===== src/rtl/edge_trigger.sv =====
// Level-crossing trigger with symmetric hysteresis, holdoff, auto-trigger on
// timeout, and period measurement between consecutive real triggers.
module edge_trigger #(
  parameter int DATA_W       = 12,
  parameter int HYST         = 8,
  parameter int HOLDOFF      = 16,
  parameter int AUTO_TIMEOUT = 100000,
  parameter int PERIOD_W     = 24
) (
  input  logic                clk,
  input  logic                rst_n,
  input  logic                sample_valid,
  input  logic [DATA_W-1:0]   data_in,
  input  logic [DATA_W-1:0]   level,
  input  logic                edge_sel,
  input  logic                auto_en,
  input  logic                run,
  output logic                armed,
  output logic                trig,
  output logic                trig_auto,
  output logic [PERIOD_W-1:0] period,
  output logic                period_valid,
  output logic                period_ovf
);

  localparam logic [1:0] S_IDLE  = 2'd0;
  localparam logic [1:0] S_PRIME = 2'd1;
  localparam logic [1:0] S_WAIT  = 2'd2;
  localparam logic [1:0] S_HOLD  = 2'd3;
  localparam logic [1:0] S_AFTER_FIRE = (HOLDOFF == 0) ? S_PRIME : S_HOLD;

  localparam int TO_W = (AUTO_TIMEOUT < 1) ? 1 : $clog2(AUTO_TIMEOUT + 1);
  localparam int HO_W = (HOLDOFF < 1) ? 1 : $clog2(HOLDOFF + 1);
  localparam logic [TO_W-1:0]     TO_LIMIT = TO_W'(AUTO_TIMEOUT);
  localparam logic [HO_W-1:0]     HO_LIMIT = HO_W'(HOLDOFF);
  localparam logic [PERIOD_W-1:0] CNT_MAX  = '1;
  localparam logic [DATA_W:0]     HYST_X   = (DATA_W + 1)'(HYST);
  localparam logic [DATA_W:0]     FULL_X   = {1'b0, {DATA_W{1'b1}}};

  logic [1:0]          r_state;
  logic                r_edge;
  logic [TO_W-1:0]     r_to_cnt;
  logic [HO_W-1:0]     r_ho_cnt;
  logic [PERIOD_W-1:0] r_cnt;
  logic                r_chain;
  logic                r_armed;
  logic                r_trig;
  logic                r_trig_auto;
  logic [PERIOD_W-1:0] r_period;
  logic                r_period_valid;
  logic                r_ovf;

  logic [DATA_W:0]     w_level_x;
  logic [DATA_W:0]     w_hi_x;
  logic [DATA_W-1:0]   w_lo;
  logic [DATA_W-1:0]   w_hi;
  logic                w_arm_hit;
  logic                w_cross_hit;
  logic                w_armed_state;
  logic                w_real_fire;
  logic                w_auto_fire;
  logic                w_fire;
  logic [TO_W-1:0]     w_to_inc;
  logic [HO_W-1:0]     w_ho_inc;
  logic                w_ho_last;
  logic [PERIOD_W-1:0] w_cnt_inc;
  logic [1:0]          w_state_nxt;

  // Saturating thresholds track the live level every cycle.
  assign w_level_x = {1'b0, level};
  assign w_hi_x    = w_level_x + HYST_X;
  assign w_hi      = (w_hi_x > FULL_X) ? FULL_X[DATA_W-1:0] : w_hi_x[DATA_W-1:0];
  assign w_lo      = (w_level_x < HYST_X) ? '0 : level - HYST_X[DATA_W-1:0];

  assign w_arm_hit   = r_edge ? (data_in > w_hi)   : (data_in < w_lo);
  assign w_cross_hit = r_edge ? (data_in <= level) : (data_in >= level);

  assign w_armed_state = (r_state == S_PRIME) || (r_state == S_WAIT);
  assign w_to_inc      = (r_to_cnt >= TO_LIMIT) ? r_to_cnt : r_to_cnt + 1'b1;
  assign w_ho_inc      = r_ho_cnt + 1'b1;
  assign w_ho_last     = (w_ho_inc >= HO_LIMIT);
  assign w_cnt_inc     = (r_cnt == CNT_MAX) ? CNT_MAX : r_cnt + 1'b1;

  // A real crossing on the timeout sample suppresses the auto trigger.
  assign w_real_fire = sample_valid && (r_state == S_WAIT) && w_cross_hit;
  assign w_auto_fire = sample_valid && w_armed_state && auto_en &&
                       (w_to_inc >= TO_LIMIT) && !w_real_fire;
  assign w_fire      = w_real_fire || w_auto_fire;

  always_comb begin
    // NOTE: assigning a default first keeps every path driven, so no latch is inferred.
    w_state_nxt = r_state;
    if (!run) begin
      w_state_nxt = S_IDLE;
    end else begin
      case (r_state)
        S_IDLE:  w_state_nxt = S_PRIME;
        S_PRIME: begin
          if (w_fire)                        w_state_nxt = S_AFTER_FIRE;
          else if (sample_valid && w_arm_hit) w_state_nxt = S_WAIT;
        end
        S_WAIT:  if (w_fire) w_state_nxt = S_AFTER_FIRE;
        S_HOLD:  if (sample_valid && w_ho_last) w_state_nxt = S_PRIME;
        default: w_state_nxt = S_IDLE;
      endcase
    end
  end

  // NOTE: non-blocking assignments make every register update from pre-edge values.
  always_ff @(posedge clk) begin
    if (!rst_n) begin
      r_state        <= S_IDLE;
      r_edge         <= 1'b0;
      r_to_cnt       <= '0;
      r_ho_cnt       <= '0;
      r_cnt          <= '0;
      r_chain        <= 1'b0;
      r_armed        <= 1'b0;
      r_trig         <= 1'b0;
      r_trig_auto    <= 1'b0;
      r_period       <= '0;
      r_period_valid <= 1'b0;
      r_ovf          <= 1'b0;
    end else begin
      r_state <= w_state_nxt;
      r_armed <= (w_state_nxt == S_PRIME) || (w_state_nxt == S_WAIT);
      if (!run) begin
        r_trig         <= 1'b0;
        r_trig_auto    <= 1'b0;
        r_period_valid <= 1'b0;
        r_to_cnt       <= '0;
        r_ho_cnt       <= '0;
        r_cnt          <= '0;
        r_chain        <= 1'b0;
        r_ovf          <= 1'b0;
      end else begin
        r_trig         <= w_fire;
        r_trig_auto    <= w_auto_fire;
        r_period_valid <= w_real_fire && r_chain;
        if (w_real_fire && r_chain) r_period <= w_cnt_inc;

        if (r_state == S_IDLE) begin
          r_edge   <= edge_sel;
          r_to_cnt <= '0;
          r_ho_cnt <= '0;
          r_cnt    <= '0;
          r_chain  <= 1'b0;
        end else if (sample_valid) begin
          if (w_fire) begin
            r_to_cnt <= '0;
            r_ho_cnt <= '0;
            r_cnt    <= '0;
            r_chain  <= w_real_fire;
          end else begin
            r_cnt <= w_cnt_inc;
            if (w_armed_state)     r_to_cnt <= w_to_inc;
            if (r_state == S_HOLD) r_ho_cnt <= w_ho_last ? '0 : w_ho_inc;
          end
          if (w_cnt_inc == CNT_MAX) r_ovf <= 1'b1;
        end
      end
    end
  end

  assign armed        = r_armed;
  assign trig         = r_trig;
  assign trig_auto    = r_trig_auto;
  assign period       = r_period;
  assign period_valid = r_period_valid;
  assign period_ovf   = r_ovf;

endmodule


===== config.mk =====
export PLATFORM = sky130hd
export DESIGN_NAME = edge_trigger
export DESIGN_NICKNAME = d
export VERILOG_FILES = /design/src/rtl/edge_trigger.sv
export SDC_FILE = /design/constraint.sdc
export NUM_CORES = 1
export LEC_CHECK = 0
export BUFFER_PORTS_ARGS = -buffer_cell sky130_fd_sc_hd__buf_4
export CORE_AREA = 10 10 112 114
export DETAILED_ROUTE_END_ITERATION = 10
export DIE_AREA = 0 0 122 124
export PLACE_DENSITY = 0.79
export SLEW_MARGIN = 0
export SYNTH_ARGS = -nofsm -noshare
export SYNTH_HDL_FRONTEND = slang
export SYNTH_SLANG_ARGS = --single-unit

===== constraint.sdc =====
create_clock -name clk -period 9.6 [get_ports clk]
set_clock_uncertainty 0.05 [all_clocks]
set_input_delay 0 -clock clk [delete_from_list [all_inputs] [get_ports clk]]
set_output_delay 0 -clock clk [all_outputs]
set_load 0.02 [all_outputs]

**Word-level counts from Yosys, hierarchy flattened**

Cells that the tools add are included.

- Output and inout port bits: 29
- Flip-flop bits (word level): 79
- Bits of input ports: 30
- Word-level logic and storage cells: 78

- Add/subtract/negate cells: 5
- Bitwise gates (word level): 3
- Mux-type cells: 18
- Equal/unequal tests: 7
- Reductions and logical operators: 24
- $lt $le $gt $ge: 9

Operators with widths:

| cell | count |
|---|---|
| $mux 17 | 3 |
| $eq 24x24->1 const B | 2 |
| $mux 24 | 2 |
| $ge 17x17->1 const B | 2 |
| $add 24x1->24 const B | 1 |
| $mux 12 | 2 |
| $add 17x1->17 const B | 1 |
| $mux 5 | 3 |
| $add 12x4->13 const B | 1 |
| $gt 13x12->1 const B | 1 |
| $ge 12x12->1 | 1 |
| $gt 12x12->1 | 1 |
| $le 12x12->1 | 1 |
| $lt 12x12->1 | 1 |
| $lt 12x4->1 const B | 1 |
| $reduce_and 2->1 | 6 |
| $sub 12x4->12 const B | 1 |
| $mux 2 | 5 |
| $logic_and 1x1->1 | 9 |
| $pmux 2 s4 | 1 |
| $eq 2x2->1 const B | 3 |
| $add 5x1->5 const B | 1 |
| $ge 5x5->1 const B | 1 |
| $eq 2x1->1 const B | 2 |
| 8 further kinds | 14 |

**Longest topological paths before layout**

- Depth after elaboration: 12
- Mapped depth: 20
- Gate-level depth less buffers: 19

**Worst setup path after synthesis**

Ideal clock, no wire load.

- Path type: input port to flip-flop
- Start point: in level[7]
- End point: reg r_armed, in the netlist armed
- Stages: 19
- Data required time: 9432 ps
- Library setup time: 118 ps
- Path buffers: 1
- Data arrival time: 3450 ps
- Path slack: 5982 ps
- Cell sequence: clkbuf_1 -> and4_1 -> nand2_1 -> nor2_1 -> a22oi_1 -> nor3_1 -> a32oi_1 -> a31oi_1 -> nor2_1 -> ha_1 -> a21oi_1 -> a31oi_1 -> a211o_1 -> o21ai_0 -> a21oi_1 -> o31a_1 -> a22o_1 -> xor2_1 -> nor2_1

- Word-level cells in the longest chain between the ends: 12
- Elaborated cells on any way between the ends: 25
- Those cells by class: add/sub: 2; order compare: 6; eq/ne: 2; mux: 9; reduce/logical: 6

Ends and longest elaborated chain:

| what | RTL line | text |
|---|---|---|
| from (decl) | 14 | `input logic [DATA_W-1:0] level,` |
| $add 12x4->13 | 71 | `assign w_hi_x = w_level_x + HYST_X;` |
| $gt 13x12->1 | 72 | `assign w_hi = (w_hi_x > FULL_X) ? FULL_X[DATA_W-1:0] : w_hi_x[DATA_W-1:0];` |
| $mux 12 | 72 |  |
| $gt 12x12->1 | 75 | `assign w_arm_hit = r_edge ? (data_in > w_hi) : (data_in < w_lo);` |
| $mux 1 | 75 |  |
| $logic_and 1x1->1 | 100 | `else if (sample_valid && w_arm_hit) w_state_nxt = S_WAIT;` |
| $mux 2 | 100 |  |
| $mux 2 | 99 | `if (w_fire) w_state_nxt = S_AFTER_FIRE;` |
| $pmux 2 s4 * | 96 | `case (r_state)` |
| $mux 2 * | 93 | `if (!run) begin` |
| $eq 2x1->1 / $eq 2x2->1 (equally long branches) | 126 | `r_armed <= (w_state_nxt == S_PRIME) \|\| (w_state_nxt == S_WAIT);` |
| $logic_or 1x1->1 * | 126 |  |
| to (signal assigned) | 126 |  |
| to (decl) | 46 | `logic r_armed;` |

Every way passes the cells marked *; elsewhere a longest branch is shown, timed or not.
A chain may end at the register's enable or synchronous reset.

**Final worst setup path**

- Start point: reg r_cnt[0]
- End point: reg r_ovf, in the netlist period_ovf

- Word-level cells in the longest chain between the ends: 4
- Elaborated cells on any way between the ends: 5
- Those cells by class: add/sub: 1; eq/ne: 2; mux: 1; reduce/logical: 1

Ends and longest elaborated chain:

| what | RTL line | text |
|---|---|---|
| from (decl) | 44 | `logic [PERIOD_W-1:0] r_cnt;` |
| from (signal assigned) | 155 | `r_cnt <= w_cnt_inc;` |
| $add 24x1->24 / $eq 24x24->1 (equally long branches) | 82 | `assign w_cnt_inc = (r_cnt == CNT_MAX) ? CNT_MAX : r_cnt + 1'b1;` |
| $mux 24 * | 82 |  |
| $eq 24x24->1 * | 159 | `if (w_cnt_inc == CNT_MAX) r_ovf <= 1'b1;` |
| $reduce_and 3->1 (no line) * | -- |  |
| to (signal assigned) | 123 | `r_ovf <= 1'b0;` |
| to (signal assigned) | 135 | `r_ovf <= 1'b0;` |
| to (signal assigned) | 159 |  |
| to (decl) | 51 | `logic r_ovf;` |

Marked as above.

==> tab_implementation.tex <==
\begin{tabular}{lr}
\hline
Metric & Value \\
\hline
\multicolumn{2}{l}{\textbf{Run status}} \\
Outcome & finished clean \\
\multicolumn{2}{l}{\textbf{Yosys}} \\
Average footprint of a synthesized cell & 7.785 um2 \\
Number of enable-type register cells in the synthesized netlist & 0 \\
Main flop type after synthesis & dfxtp\_1 \\
Net Count, Synth & approximately 800 \\
Fraction of the yosys area taken by sequential cells & 28.37\% \\
Post-synthesis async set-or-reset flop share & 0\% \\
Distinct cells, synth & between 60 and 70 \\
Flip-flop and latch count after synthesis & a little under 80 \\
Commonest cells post-synth & dfxtp\_1 (79), nor2\_1 (75), nand2\_1 (67), nand3\_1 (63), a21oi\_1 (50) \\
Top cells by area, synth & dfxtp\_1 (28\%), ha\_1 (11\%), nand3\_1 (5.7\%), nor2\_1 (5.1\%), nand2\_1 (4.5\%) \\
Netlist Area Pre-Place & 5574 um2 \\
Warnings, synthesis & 0 \\
Post-synthesis instance total & slightly above 700 \\
Cell type contributing the most total cell area after synthesis & dfxtp\_1 \\
Most used standard cell by instance count after synthesis & dfxtp\_1 \\
Area share of the largest cell type after synthesis & 28.37\% \\
\multicolumn{2}{l}{\textbf{Placed design}} \\
IO Port Bufs & 58 \\
Routability Congestion & 0.9204 \\
DP HPWL & 10590 um \\
\multicolumn{2}{l}{\textbf{Critical path}} \\
Most repeated library cell on the critical path & nand3\_1 \\
Slowest cell on the critical path & nand3\_2 \\
Destination of the worst register-to-register timing path & period\_ovf \\
Worst endpoint data arrival time & between 4 and 5 ns \\
Reg2Reg Depth & 11 \\
Crit path kind & flip-flop to flip-flop \\
Cells traversed along the worst timing path & ha\_1 > and4\_1 > nand3\_1 > nor4\_4 > nand3\_2 > nand3\_1 > o21a\_1 > nand3\_1 > nor3\_1 > a32o\_1 > dlygate4sd3\_1 \\
Critical path endpoint category & flip-flop \\
Setup slack on the worst flop-to-flop path & 5.50 ns \\
Kind of start point of the critical path & flip-flop \\
Worst EP required & 9.84 ns \\
Startpoint of the worst-slack reg-to-reg timing path & r\_cnt[0] \\
Max incr delay on CP & 0.67 ns \\
Maximum fanout encountered on the critical timing path & 36 \\
\multicolumn{2}{l}{\textbf{Power}} \\
Internal Dissipation & 509.8 uW \\
Sw Ratio & 25.12\% \\
PnR Total Power & just under 700 uW \\
Relative contribution of sequential cells to total power & 48.4\% \\
Share of power burned in the clock network & 38.8\% \\
LEAKAGE & 2.485 nW \\
Power dissipated by switching net loads & approximately 170 uW \\
Ratio of total power to cell area & 108.4 nW/um2 \\
Combinational fraction of design power & approximately an eighth \\
Maximum ir drop on the vdd rail & 0.06316 mV \\
\multicolumn{2}{l}{\textbf{CTS}} \\
Number of buffers created by CTS & 9 \\
Root Buffer & clkbuf\_8 \\
CTS HTree Levels & 3 \\
Number of gates resized after CTS & 0 \\
Number of hold buffers added after cts & 6 \\
Sink Count & 79 \\
Post-CTS Setup Bufs & 0 \\
Clock tree from TritonCTS & done \\
CTS clock-pin slew for the worst setup and hold paths & about 0.080 ns \\
Insertion delay of the later-clocked pin in the worst-skew pair & about 0.35 ns \\
Max clock buf depth & 2 \\
\multicolumn{2}{l}{\textbf{Global routing}} \\
Global-route wire length before repair & 24310 um \\
Combined global-route utilization of all metal layers & 18.98\% \\
GRT Residual Overflow & 0 \\
Antenna violations before repair & 0 \\
Pin count of the biggest net entering global routing & 57 \\
Number of global-route vias before repair & between 5000 and 6000 \\
\multicolumn{2}{l}{\textbf{Route}} \\
Antenna violation net count after detailed routing & 0 \\
Routed len/inst & 16.32 um \\
Via density per instance & 6.151 \\
First-pass detailed-route iteration total & 7 \\
DRT Wirelength & roughly 15000 um \\
Residual DRC & 0 \\
Detailed router's first-iteration violation count & approximately 470 \\
Vias post-DR & 5487 \\
\multicolumn{2}{l}{\textbf{Finish}} \\
\# diodes & 0 \\
Post-layout nets & roughly 830 \\
Share of final-layout standard cells stronger than drive strength 1 & 12.43\% \\
Area Overhead vs Synth & 12.66\% \\
\multicolumn{2}{l}{\textbf{STA}} \\
Max Slew Vio Count & 0 \\
RSZ-0062 raised after global routing & no \\
Headroom to the max-slew limit & 30.25\% \\
Sum of negative setup slack & 0 ns \\
Achievable Freq & between 200 and 250 MHz \\
Minimum clock period after layout & 4.095 ns \\
Number of hold violations in the final report & 0 \\
Final setup violating endpoints & 0 \\
Final period util & 42.66\% \\
Worst Max-Slew Pin Slew & 1.046 ns \\
\multicolumn{2}{l}{\textbf{Hold path}} \\
Worst hold-check path type & input port to flip-flop \\
Hold Path Depth & 2 \\
Worst hold start & sample\_valid \\
Worst Hold End & r\_cnt[15] \\
\multicolumn{2}{l}{\textbf{Flow run}} \\
Number of maximum-capacitance violations & 0 \\
\multicolumn{2}{l}{\textbf{Die}} \\
Chip Width & about 120 um \\
Number of top-level pins & 59 \\
Die outline height & 124 um \\
Area of the die & around 15000 um2 \\
Floorplan row count & 37 \\
Effective utilization at floorplan & a little over half \\
Core region area & 10230 um2 \\
\hline
\end{tabular}
## critical path: cells and delay by family, from the launching register on
kind	cells	cell delay (ns)
flip-flops	1	0.44
buffers and inverters	1	0.55
AO/OA/AOI/OAI	2	0.34
AND/OR/NAND/NOR	7	2.31
adder cells (fa/ha/maj)	1	0.34
## per-layer routing
layer | GRT usage [%] | wire (um)
met1 | 22.91 | 6261
met2 | 33.04 | 6929
met3 | 3.665 | 1034
met4 | 6.483 | 333
met5 | 0 | 0
## logic make-up (layout without fill, tap and decap cells)
group / count (synthesis) / count (layout) / share of synthesized area [%]
simple gates: 330 / 330 / 30.37
compound gates: 145 / 145 / 17.78
flops: 79 / 79 / 28.37
buf+inv: 65 / 105 / 4.871
fa+ha+maj: 47 / 47 / 10.55
xor+xnor: 41 / 41 / 6.442
mux: 9 / 9 / 1.616
## worst max path at each step
stage,cells after the start,startpoint,to
2_1_floorplan,19,level[7],armed
3_3_place_gp,19,level[4],armed
3_5_place_dp,19,level[4],armed
4_1_cts,11,r_cnt[0],period_ovf
5_1_grt,11,r_cnt[0],period_ovf
6_report,11,r_cnt[0],period_ovf
## stage by stage
| stage | hold WS (ns) | util, % | area [um2] | worst slack, ns | std cells |
|---|---|---|---|---|---|
| finish | 0.1053 | 61.38 | 6280 | 5.505 | 892 |
| global placement | 0.2416 | 58.74 | 6010 | 5.818 | 871 |
| CTS | 0.07691 | 61.38 | 6280 | 5.576 | 892 |
| floorplan | 0.07817 | - | 5574 | 5.982 | 716 |
| detailed placement | 0.2646 | 58.74 | 6010 | 5.611 | 871 |
| global route | 0.1335 | 61.38 | 6280 | 5.116 | 892 |
## power groups by stage
| stage | Clock [mW] | Combinational [mW] | Sequential (mW) |
|---|---|---|---|
| after floorplan | 0 | 0.0552 | 0.337 |
| after global placement | 0 | 0.0798 | 0.337 |
| after detailed placement | 0 | 0.0837 | 0.337 |
| after CTS | 0.270 | 0.0859 | 0.330 |
| after global routing | 0.280 | 0.0974 | 0.330 |
| final | 0.264 | 0.0868 | 0.330 |
## cell type report
type,count,area (um2)
Tap cell,136,170.2
Fill cell,905,3951
Clock buffer,9,123.9
Clock inverter,6,86.33
Multi-Input combinational cell,572,3721
Inverter,25,93.84
Timing Repair Buffer,65,503.0
Sequential cell,79,1582
## registers in the layout, indices dropped and copies added (netlist names)
register and cells:
r_edge 1, period_ovf 1, trig 1, r_ho_cnt 5, period_valid 1, r_to_cnt 17, r_chain 1, armed 1
trig_auto 1, r_cnt 24, r_state 2, period 24
## placed cells by master (no fill, tap or decap), drive strengths merged, types with 4 or more instances in the layout
cell type and n:
a2111oi 4, a211oi 6, a21oi 50, a311oi 10, a31oi 9, and2 7
and3 9, and4 4, buf 59, clkbuf 9, dfxtp 79, dlygate4sd3 6
ha 47, inv 25, mux2i 9, nand2 67, nand2b 22, nand3 66
nand4 26, nor2 76, nor2b 4, nor3 24, nor4 8, o211a 10
o211ai 10, o21a 4, o21ai 19, or2 4, or3 6, xnor2 21
xor2 20
Power figures use the tool's default switching activity.
